$ cat src/rtl/lzw_pkg.sv
// -----------------------------------------------------------------------------
// lzw_pkg
//   Types and widths shared between the LZW compressor and the code packer.
//   LZW_CODE_W / LZW_BYTE_W : code and output byte widths
//   LZW_CNT_W               : width of the packer's per-stream byte counter
//   packer_state_t          : packer FSM states
// -----------------------------------------------------------------------------
package lzw_pkg;

    localparam int LZW_CODE_W = 12;
    localparam int LZW_BYTE_W = 8;
    localparam int LZW_CNT_W  = 16;

    typedef logic [LZW_CODE_W-1:0] lzw_code_t;
    typedef logic [LZW_BYTE_W-1:0] lzw_byte_t;

    typedef enum logic [1:0] {
        RUN   = 2'd0,
        DRAIN = 2'd1,
        DONE  = 2'd2
    } packer_state_t;

endpackage

$ cat src/rtl/lzw_code_packer.sv
// -----------------------------------------------------------------------------
// lzw_code_packer
//   Packs CODE_W-bit LZW codes MSB-first into a dense OUT_W-bit byte stream.
//   A code may straddle two bytes. At end of stream the final partial byte is
//   zero-padded and flagged as last; a one-cycle done pulse follows its accept.
//
// Ports
//   clk_i         in   clock, rising edge
//   reset_i       in   asynchronous active-high reset
//   code_valid_i  in   code_i valid
//   code_i        in   LZW code (CODE_W)
//   code_last_i   in   code_i is the final code of the stream
//   code_ready_o  out  packer accepts a code this cycle
//   byte_valid_o  out  byte_o valid
//   byte_o        out  packed output byte (OUT_W)
//   byte_last_o   out  byte_o is the final byte of the stream
//   byte_ready_i  in   consumer accepts the byte
//   done_o        out  pulse the cycle after the last byte is accepted
//   byte_count_o  out  bytes emitted in the current / most recent stream
//
// All outputs decode from registers only.
// -----------------------------------------------------------------------------
module lzw_code_packer
    import lzw_pkg::*;
#(
    parameter int CODE_W = LZW_CODE_W,
    parameter int OUT_W  = LZW_BYTE_W,
    parameter int CNT_W  = LZW_CNT_W
) (
    input  logic              clk_i,
    input  logic              reset_i,
    input  logic              code_valid_i,
    input  logic [CODE_W-1:0] code_i,
    input  logic              code_last_i,
    output logic              code_ready_o,
    output logic              byte_valid_o,
    output logic [OUT_W-1:0]  byte_o,
    output logic              byte_last_o,
    input  logic              byte_ready_i,
    output logic              done_o,
    output logic [CNT_W-1:0]  byte_count_o
);

    // Worst case: OUT_W-1 leftover bits plus one fresh code.
    localparam int ACC_W  = CODE_W + OUT_W - 1;
    localparam int FILL_W = $clog2(ACC_W + 1);

    localparam logic [FILL_W-1:0] FILL_OUT  = FILL_W'(OUT_W);
    localparam logic [FILL_W-1:0] FILL_CODE = FILL_W'(CODE_W);
    localparam logic [FILL_W-1:0] FILL_ZERO = {FILL_W{1'b0}};

    packer_state_t     r_state, w_state_nxt;
    logic [ACC_W-1:0]  r_acc, w_acc_nxt;
    logic [FILL_W-1:0] r_fill, w_fill_nxt;
    logic [CNT_W-1:0]  r_count, w_count_nxt;
    logic              r_first, w_first_nxt;   // next accepted code starts a stream

    logic              w_code_ready;
    logic              w_byte_valid;
    logic              w_byte_last;
    logic              w_code_acc;
    logic              w_byte_acc;
    logic [ACC_W-1:0]  w_code_aligned;

    // Handshake outputs decoded from state and fill level.
    always_comb begin
        w_code_ready = 1'b0;
        w_byte_valid = 1'b0;
        w_byte_last  = 1'b0;
        case (r_state)
            RUN: begin
                w_code_ready = (r_fill < FILL_OUT);
                w_byte_valid = (r_fill >= FILL_OUT);
            end
            DRAIN: begin
                w_byte_valid = (r_fill != FILL_ZERO);
                // Bits below the fill level are always zero, so the final
                // partial byte comes out already padded.
                w_byte_last  = (r_fill != FILL_ZERO) && (r_fill <= FILL_OUT);
            end
            DONE: begin
                w_code_ready = 1'b0;
            end
            default: begin
                w_code_ready = 1'b0;
            end
        endcase
    end

    assign w_code_acc     = code_valid_i && w_code_ready;
    assign w_byte_acc     = w_byte_valid && byte_ready_i;
    // Place the new code immediately below the bits already held.
    assign w_code_aligned = {code_i, {(ACC_W-CODE_W){1'b0}}} >> r_fill;

    // Next-state, accumulator, fill and counter update.
    always_comb begin
        w_state_nxt = r_state;
        w_acc_nxt   = r_acc;
        w_fill_nxt  = r_fill;
        w_count_nxt = r_count;
        w_first_nxt = r_first;
        case (r_state)
            RUN: begin
                if (w_code_acc) begin
                    w_acc_nxt   = r_acc | w_code_aligned;
                    w_fill_nxt  = r_fill + FILL_CODE;
                    w_first_nxt = 1'b0;
                    if (r_first) begin
                        w_count_nxt = {CNT_W{1'b0}};
                    end else begin
                        w_count_nxt = r_count;
                    end
                    if (code_last_i) begin
                        w_state_nxt = DRAIN;
                    end else begin
                        w_state_nxt = RUN;
                    end
                end else if (w_byte_acc) begin
                    w_acc_nxt   = r_acc << OUT_W;
                    w_fill_nxt  = r_fill - FILL_OUT;
                    w_count_nxt = r_count + CNT_W'(1);
                end else begin
                    w_state_nxt = RUN;
                end
            end
            DRAIN: begin
                if (w_byte_acc) begin
                    w_acc_nxt   = r_acc << OUT_W;
                    w_count_nxt = r_count + CNT_W'(1);
                    if (w_byte_last) begin
                        w_fill_nxt  = FILL_ZERO;
                        w_state_nxt = DONE;
                    end else begin
                        w_fill_nxt  = r_fill - FILL_OUT;
                    end
                end else begin
                    w_state_nxt = DRAIN;
                end
            end
            DONE: begin
                w_acc_nxt   = {ACC_W{1'b0}};
                w_fill_nxt  = FILL_ZERO;
                w_first_nxt = 1'b1;
                w_state_nxt = RUN;
            end
            default: begin
                w_acc_nxt   = {ACC_W{1'b0}};
                w_fill_nxt  = FILL_ZERO;
                w_first_nxt = 1'b1;
                w_state_nxt = RUN;
            end
        endcase
    end

    // State register; reset discards any stream in flight.
    always_ff @(posedge clk_i or posedge reset_i) begin
        if (reset_i) begin
            r_state <= RUN;
            r_acc   <= {ACC_W{1'b0}};
            r_fill  <= FILL_ZERO;
            r_count <= {CNT_W{1'b0}};
            r_first <= 1'b1;
        end else begin
            r_state <= w_state_nxt;
            r_acc   <= w_acc_nxt;
            r_fill  <= w_fill_nxt;
            r_count <= w_count_nxt;
            r_first <= w_first_nxt;
        end
    end

    assign code_ready_o = w_code_ready;
    assign byte_valid_o = w_byte_valid;
    assign byte_o       = r_acc[ACC_W-1 -: OUT_W];
    assign byte_last_o  = w_byte_last;
    assign done_o       = (r_state == DONE);
    assign byte_count_o = r_count;

endmodule
$ cat config.mk
export PLATFORM = sky130hd
export DESIGN_NAME = lzw_code_packer
export DESIGN_NICKNAME = d
export VERILOG_FILES = /design/src/rtl/lzw_pkg.sv /design/src/rtl/lzw_code_packer.sv
export SDC_FILE = /design/constraint.sdc
export NUM_CORES = 1
export LEC_CHECK = 0
export ABC_AREA = 1
export CAP_MARGIN = 20
export CORE_MARGIN = 3
export CORE_UTILIZATION = 48
export DETAILED_ROUTE_END_ITERATION = 10
export HOLD_SLACK_MARGIN = 0.06
export PLACE_DENSITY = 0.69
export SLEW_MARGIN = 10
export SYNTH_ARGS = -nofsm -noshare
export SYNTH_HDL_FRONTEND = slang
export SYNTH_SLANG_ARGS = --single-unit
$ cat constraint.sdc
create_clock -name clk_i -period 1.85 [get_ports clk_i]
set_input_delay 0.185 -clock clk_i [delete_from_list [all_inputs] [get_ports clk_i]]
set_output_delay 0.185 -clock clk_i [all_outputs]
set_load 0.01 [all_outputs]
# Word level (Yosys, flattened, before mapping)
# Index checks and enable logic that the tools add are counted.
[op_classes]
shift = 1
muxes = 23
n_mul = 0
bitwise = 2
add_sub_neg = 3
magnitude_cmp = 3
div = 0
n_reduce_logical = 10
eq_ne = 8
[op_table]
columns = ["operator", "n"]
rows = [
  ["two-way mux 16 bit", 3],
  ["two-way mux 19 bit", 2],
  ["case mux 19 bit (2 select lines)", 1],
  ["case mux 16 bit (2 select lines)", 1],
  ["two-way mux 5 bit", 4],
  ["OR 19 bit", 1],
  ["right shift 19 x 5 -> 19 bit", 1],
  ["adder 16 x 1 -> 16 bit (second input constant)", 1],
  ["!= test 3 bit (second input constant)", 4],
  ["case mux 5 bit (2 select lines)", 1],
  ["two-way mux 2 bit", 4],
  ["AND reduction 2 bit", 4],
  ["adder 5 x 4 -> 5 bit (second input constant)", 1],
  [">= comparator 5 x 4 -> 1 bit (second input constant)", 1],
  ["<= comparator 5 x 4 -> 1 bit (second input constant)", 1],
  ["< comparator 5 x 4 -> 1 bit (second input constant)", 1],
  ["nonzero test 5 bit", 1],
  ["subtractor 5 x 4 -> 5 bit (second input constant)", 1],
  ["two-way mux 1 bit", 4],
  ["!= test 2 bit (second input constant)", 2],
  ["case mux 1 bit (2 select lines)", 2],
  ["case mux 2 bit (2 select lines)", 1],
  ["logical AND 1 bit", 3],
  ["== test 2 x 1 -> 1 bit (second input constant)", 1],
  ["4 further kinds", 4],
]
[totals]
ff_bits = 43
ram_bits = 0
input_bits = 17
latchBits = 0
romBits = 0
mem_count = 0
output_inout_bits = 28
word_cells = 55

# Logic depth before layout (Yosys ltp)
[depth]
depth_word = 6
mapped_depth = 12
depth_no_buf = 11

# Worst setup path after synthesis
# No wires, ideal clock.
[synth_timing]
kind = "reg2reg"
from = "reg r_fill[3]"
to = "reg r_acc[14]"
period_less_slack_ps = 1602
path_slack_ps = 248
n_path_buf = 2
path_stages_with_launch = 13
required_time_ps = 1734
t_arrival_ps = 1486
setup_ps = 116
cell_sequence = "dfrtp_1 -> inv_1 -> ha_1 -> inv_1 -> nand2_2 -> nand2_2 -> nand2_2 -> buf_6 -> buf_6 -> nand2_1 -> nand3_1 -> nand2_1 -> nand2_1"
[synth_between]
elab_chain_len = 6
word_cells_on_any_way = 12
classes_between = "order compare (2); shift (1); mux (5); bitwise (1); reduce/logical (3)"
[synth_rtl]
columns = ["item", "line_no", "text"]
rows = [
  ["from (decl)", "lzw_code_packer.sv:54", "logic [FILL_W-1:0] r_fill, w_fill_nxt;"],
  ["from (signal assigned)", "lzw_code_packer.sv:166", "r_fill <= w_fill_nxt;"],
  [">= comparator 5 x 4 -> 1 bit or nonzero test 5 bit (tied branches)", "lzw_code_packer.sv:73, lzw_code_packer.sv:76", ""],
  ["case mux 1 bit (2 select lines)", "lzw_code_packer.sv:70", "case (r_state)"],
  ["logical AND 1 bit", "lzw_code_packer.sv:91", "assign w_byte_acc = w_byte_valid && byte_ready_i;"],
  ["two-way mux 19 bit", "n/a", ""],
  ["two-way mux 19 bit", "lzw_code_packer.sv:104", "if (w_code_acc) begin"],
  ["case mux 19 bit (2 select lines) *", "lzw_code_packer.sv:102", "case (r_state)"],
  ["net w_acc_nxt[14]", "lzw_code_packer.sv:53", "logic [ACC_W-1:0] r_acc, w_acc_nxt;"],
  ["to (signal assigned)", "lzw_code_packer.sv:159", "r_acc <= {ACC_W{1'b0}};"],
  ["to (signal assigned)", "lzw_code_packer.sv:165", "r_acc <= w_acc_nxt;"],
  ["to (decl)", "lzw_code_packer.sv:53", ""],
]
# The timed path passes the listed nets; every way through them passes the cells marked *.
# A chain may end at the register's enable or synchronous reset.

# Final worst setup path
[layout_timing]
from = "reg r_fill[3]"
to = "out byte_valid_o"
[layout_between]
elab_chain_len = 2
word_cells_on_any_way = 3
classes_between = "order compare (1); mux (1); reduce/logical (1)"
[layout_rtl]
columns = ["item", "line_no", "text"]
rows = [
  [">= comparator 5 x 4 -> 1 bit or nonzero test 5 bit (tied branches)", "lzw_code_packer.sv:73, lzw_code_packer.sv:76", ""],
  ["case mux 1 bit (2 select lines) *", "lzw_code_packer.sv:70", ""],
  ["to (decl)", "lzw_code_packer.sv:36", "output logic byte_valid_o,"],
]
# Every way passes the cells marked *; elsewhere a longest branch is shown, timed or not.

==> impl_metrics.py <==
metrics = {
    "run_status": {
        "outcome": "finished clean",
    },
    "global_route": {
        "grt_first_pass_wirelength_um": 11700,
        "grt.overflow.total": 0,
        "total_routing_usage_gr_pct": 23.1,
        "grt_pass1_vias": 2523,
        "grt_antenna_before_repair": 0,
        "grt_start_max_net_pins": 42,
    },
    "hold_path": {
        "min-delay-path-class": "input port to asynchronous set/reset pin",
    },
    "logic_synthesis": {
        "synthesis.nets": 417,
        "synth_enable_flop_cells": 0,
        "ys.flop_type": "sky130_fd_sc_hd__dfrtp_1",
        "ys.warnings.count": 0,
        "synthesized_netlist_cell_count": 395,
        "synth_sequential_area_ratio_pct": 38.1,
        "postSynth.asyncResetShare_pct": 100,
        "synthesis.area_per_instance_um2": 6.83,
        "synth_cell_type_count": 32,
        "post_synth_instance_area_mm2": 0.00270,
        "synth-seq-cells": 41,
    },
    "worst_setup_path": {
        "worst-path-max-fanout": 8,
        "worst-endpoint-required_ps": 1660,
        "setup.worst_path.start_class": "flip-flop",
        "crit_arrival_ps": 1560,
        "worstSetupPathType": "flip-flop to output port",
        "timing.critical_path.to_type": "output port",
    },
    "finish": {
        "post-route-cell-area_mm2": 0.00342,
        "final_layout_size_suffix_gt1_share_pct": 11.4,
        "fin_cells": 519,
        "antenna-diode-count": 0,
        "nets": 470,
        "flow.area_growth_from_synthesis_pct": 26.8,
        "final.fill_count": 494,
    },
    "timing": {
        "tns_ps": 0,
        "maxSlewViolCount": 0,
        "setup_viol": 0,
        "finalHoldViolCount": 0,
        "layout_worst_path_cycle_share_pct": 94.1,
        "relSlewSlack_pct": 74.0,
        "max_freq_mhz": 575,
        "skew_ps": 9.45,
        "grt_setup_unrepaired": "no",
        "tightest_slew_ps": 389,
        "final.min_clock_period_ps": 1740,
    },
    "place": {
        "area_after_detailed_placement_mm2": 0.00328,
        "place_congestion": 0.875,
        "placement.io_buffers": 44,
        "place_inst": 511,
        "hpwl_um": 5350,
    },
    "routing": {
        "wl_per_cell_um": 13.6,
        "avgViaCountPerCell": 5.13,
        "dr_total_vias": 2664,
        "detailedRoute.firstIterationViolations": 139,
        "drt.antenna.violating_nets": 0,
        "drt_first_pass_iters": 4,
        "totalWireLength_um": 7040,
        "drc": 0,
    },
    "die": {
        "dieWidth_um": 81.0,
        "start_util_pct": 51.2,
        "design.portCount": 45,
        "die_span_in_y_um": 81.0,
        "die_area_mm2": 0.00656,
        "design.core.area_mm2": 0.00527,
        "row_count": 26,
    },
    "power": {
        "power_density_mw_per_mm2": 1740,
        "max-vdd-ir-drop_uv": 990,
        "total_leakage_power_nw": 1.73,
    },
    "clock_network": {
        "cts.reportedPaths.clkPinSlew_ps": 90,
        "post-cts-setup-buffer-count": 0,
        "clk-insertion-delay-late_ps": 300,
        "clock_tree.htree_level_count": 2,
        "cts_bufs_inserted": 5,
        "tritoncts_num_sinks": 41,
        "cts-root-to-sink-buffers": 2,
        "cts_tree": "done",
        "clk_tree_root_cell": "sky130_fd_sc_hd__clkbuf_8",
    },
    "job": {
        "max_cap_violations": 0,
    },
}
## power by group
group | switching (W) | internal, W | leakage, nW | total, W
clock network | 0.000333 | 0.000536 | 0.0681 | 0.000870
registers | 0.000322 | 0.00129 | 0.522 | 0.00162
logic | 0.00200 | 0.00147 | 1.14 | 0.00347
## critical path, cell delays in order, from the launching register on
cell and delay [ps]:
sky130_fd_sc_hd__dfrtp_1 370, sky130_fd_sc_hd__inv_2 70, sky130_fd_sc_hd__ha_1 210, sky130_fd_sc_hd__inv_1 100, sky130_fd_sc_hd__nand2_2 60, sky130_fd_sc_hd__nand2_2 150, sky130_fd_sc_hd__dlygate4sd2_1 310
## metal layers
metal  up-vias  track usage [%]  routed length, um
met4         0             6.42                 67
li1       1361                -                  -
met2        68             38.8               3420
met1      1230             30.8               3170
met5         -                0                  0
met3         5             3.77                389
## path summary, 6_finish.rpt
path | from | to | slack (ps) | cells past startpoint
worst max-delay path | r_fill[3] | byte_valid_o | 110 | 6
worst min-delay path | reset_i | byte_count_o[0] | 250 | 3
worst max register to register | r_fill[3] | r_acc[17] | 120 | 8
worst min register to register | byte_count_o[10] | byte_count_o[10] | 490 | 1
max in group asynchronous | reset_i | r_first | 1330 | 3
min in group clk_i | byte_count_o[10] | byte_count_o[10] | 490 | 1
## kinds of logic (layout without fill, tap and decap cells)
| kind of cell | Yosys count | after routing | synth area share, % |
|---|---|---|---|
| xor gates and xnor gates | 2 | 2 | 0.649 |
| AOI/OAI and AO/OA | 54 | 54 | 10.9 |
| and+or+nand+nor | 225 | 225 | 36.0 |
| adders and majority gates | 5 | 5 | 2.32 |
| buffers and inverters | 68 | 122 | 12.1 |
| DFF | 41 | 41 | 38.1 |
## sequential cells by signal, summed over array words and instances (netlist names)
signal        cells
byte_count_o     16
r_acc            19
r_fill            3
r_first           1
r_state           2
## Yosys cell counts, drive strengths merged, types with 2 or more instances
| master | n | area, um2 |
|---|---|---|
| nand4 | 2 | 12.5 |
| xor2 | 2 | 17.5 |
| clkbuf | 5 | 18.8 |
| dfrtp | 40 | 1000 |
| nand3b | 2 | 15.0 |
| nand3 | 39 | 208 |
| a31oi | 3 | 18.8 |
| buf | 17 | 134 |
| a21oi | 19 | 95.1 |
| nand2 | 118 | 450 |
| nor3 | 15 | 86.3 |
| nor2 | 48 | 193 |
| o21bai | 2 | 15.0 |
| o21ai | 25 | 129 |
| ha | 5 | 62.6 |
| inv | 46 | 173 |
| a22oi | 2 | 15.0 |
## timing repair
| item | CTS | global route |
|---|---|---|
| hold buffers | 0 | 0 |
| gates resized for setup | 3 | 10 |
| setup endpoints to repair | 3 | 18 |
## through the flow
| step | setup WS [ps] | hold slack, ps | total power [W] | utilization [%] |
|---|---|---|---|---|
| 2_1_floorplan | 248 | 331 | 0.00379 | - |
| 3_3_place_gp | 142 | 482 | 0.00501 | 62.2 |
| 3_5_place_dp | 74.9 | 485 | 0.00509 | 62.2 |
| 4_1_cts | 55.8 | 256 | 0.00594 | 64.7 |
| 5_1_grt | 2.89 | 275 | 0.00648 | 64.9 |
| 6_report | 110 | 247 | 0.00596 | 64.9 |
## area by class of cell
class                           instances  area (um2)  area share (%)
Sequential cell                        41        1030            30.1
Timing Repair Buffer                   68         646            18.9
Clock inverter                          3        65.1            1.90
Tap cell                               70        87.6            2.56
Multi-Input combinational cell        286        1350            39.5
Clock buffer                            5        68.8            2.01
Inverter                               46         175            5.12
## cell usage in the layout, fill, tap and decap left out, types with 2 or more instances in the layout
cell,count
sky130_fd_sc_hd__dlygate4sd2_1,3
sky130_fd_sc_hd__buf_4,21
sky130_fd_sc_hd__a21oi_1,19
sky130_fd_sc_hd__nand3_1,38
sky130_fd_sc_hd__ha_1,5
sky130_fd_sc_hd__nor2_1,44
sky130_fd_sc_hd__inv_2,4
sky130_fd_sc_hd__nor3_1,14
sky130_fd_sc_hd__nand3b_1,2
sky130_fd_sc_hd__nand4_1,2
sky130_fd_sc_hd__dfrtp_1,39
sky130_fd_sc_hd__clkbuf_8,5
sky130_fd_sc_hd__o21ai_0,21
sky130_fd_sc_hd__bufinv_16,2
sky130_fd_sc_hd__a31oi_1,3
sky130_fd_sc_hd__nand2_1,114
sky130_fd_sc_hd__nand2_2,4
sky130_fd_sc_hd__xor2_1,2
sky130_fd_sc_hd__o21bai_1,2
sky130_fd_sc_hd__clkdlybuf4s50_1,41
sky130_fd_sc_hd__o21ai_1,3
sky130_fd_sc_hd__a22oi_1,2
sky130_fd_sc_hd__buf_12,2
sky130_fd_sc_hd__inv_1,41
sky130_fd_sc_hd__nor2_2,3
Note: power is estimated with default switching activity, not from simulation.
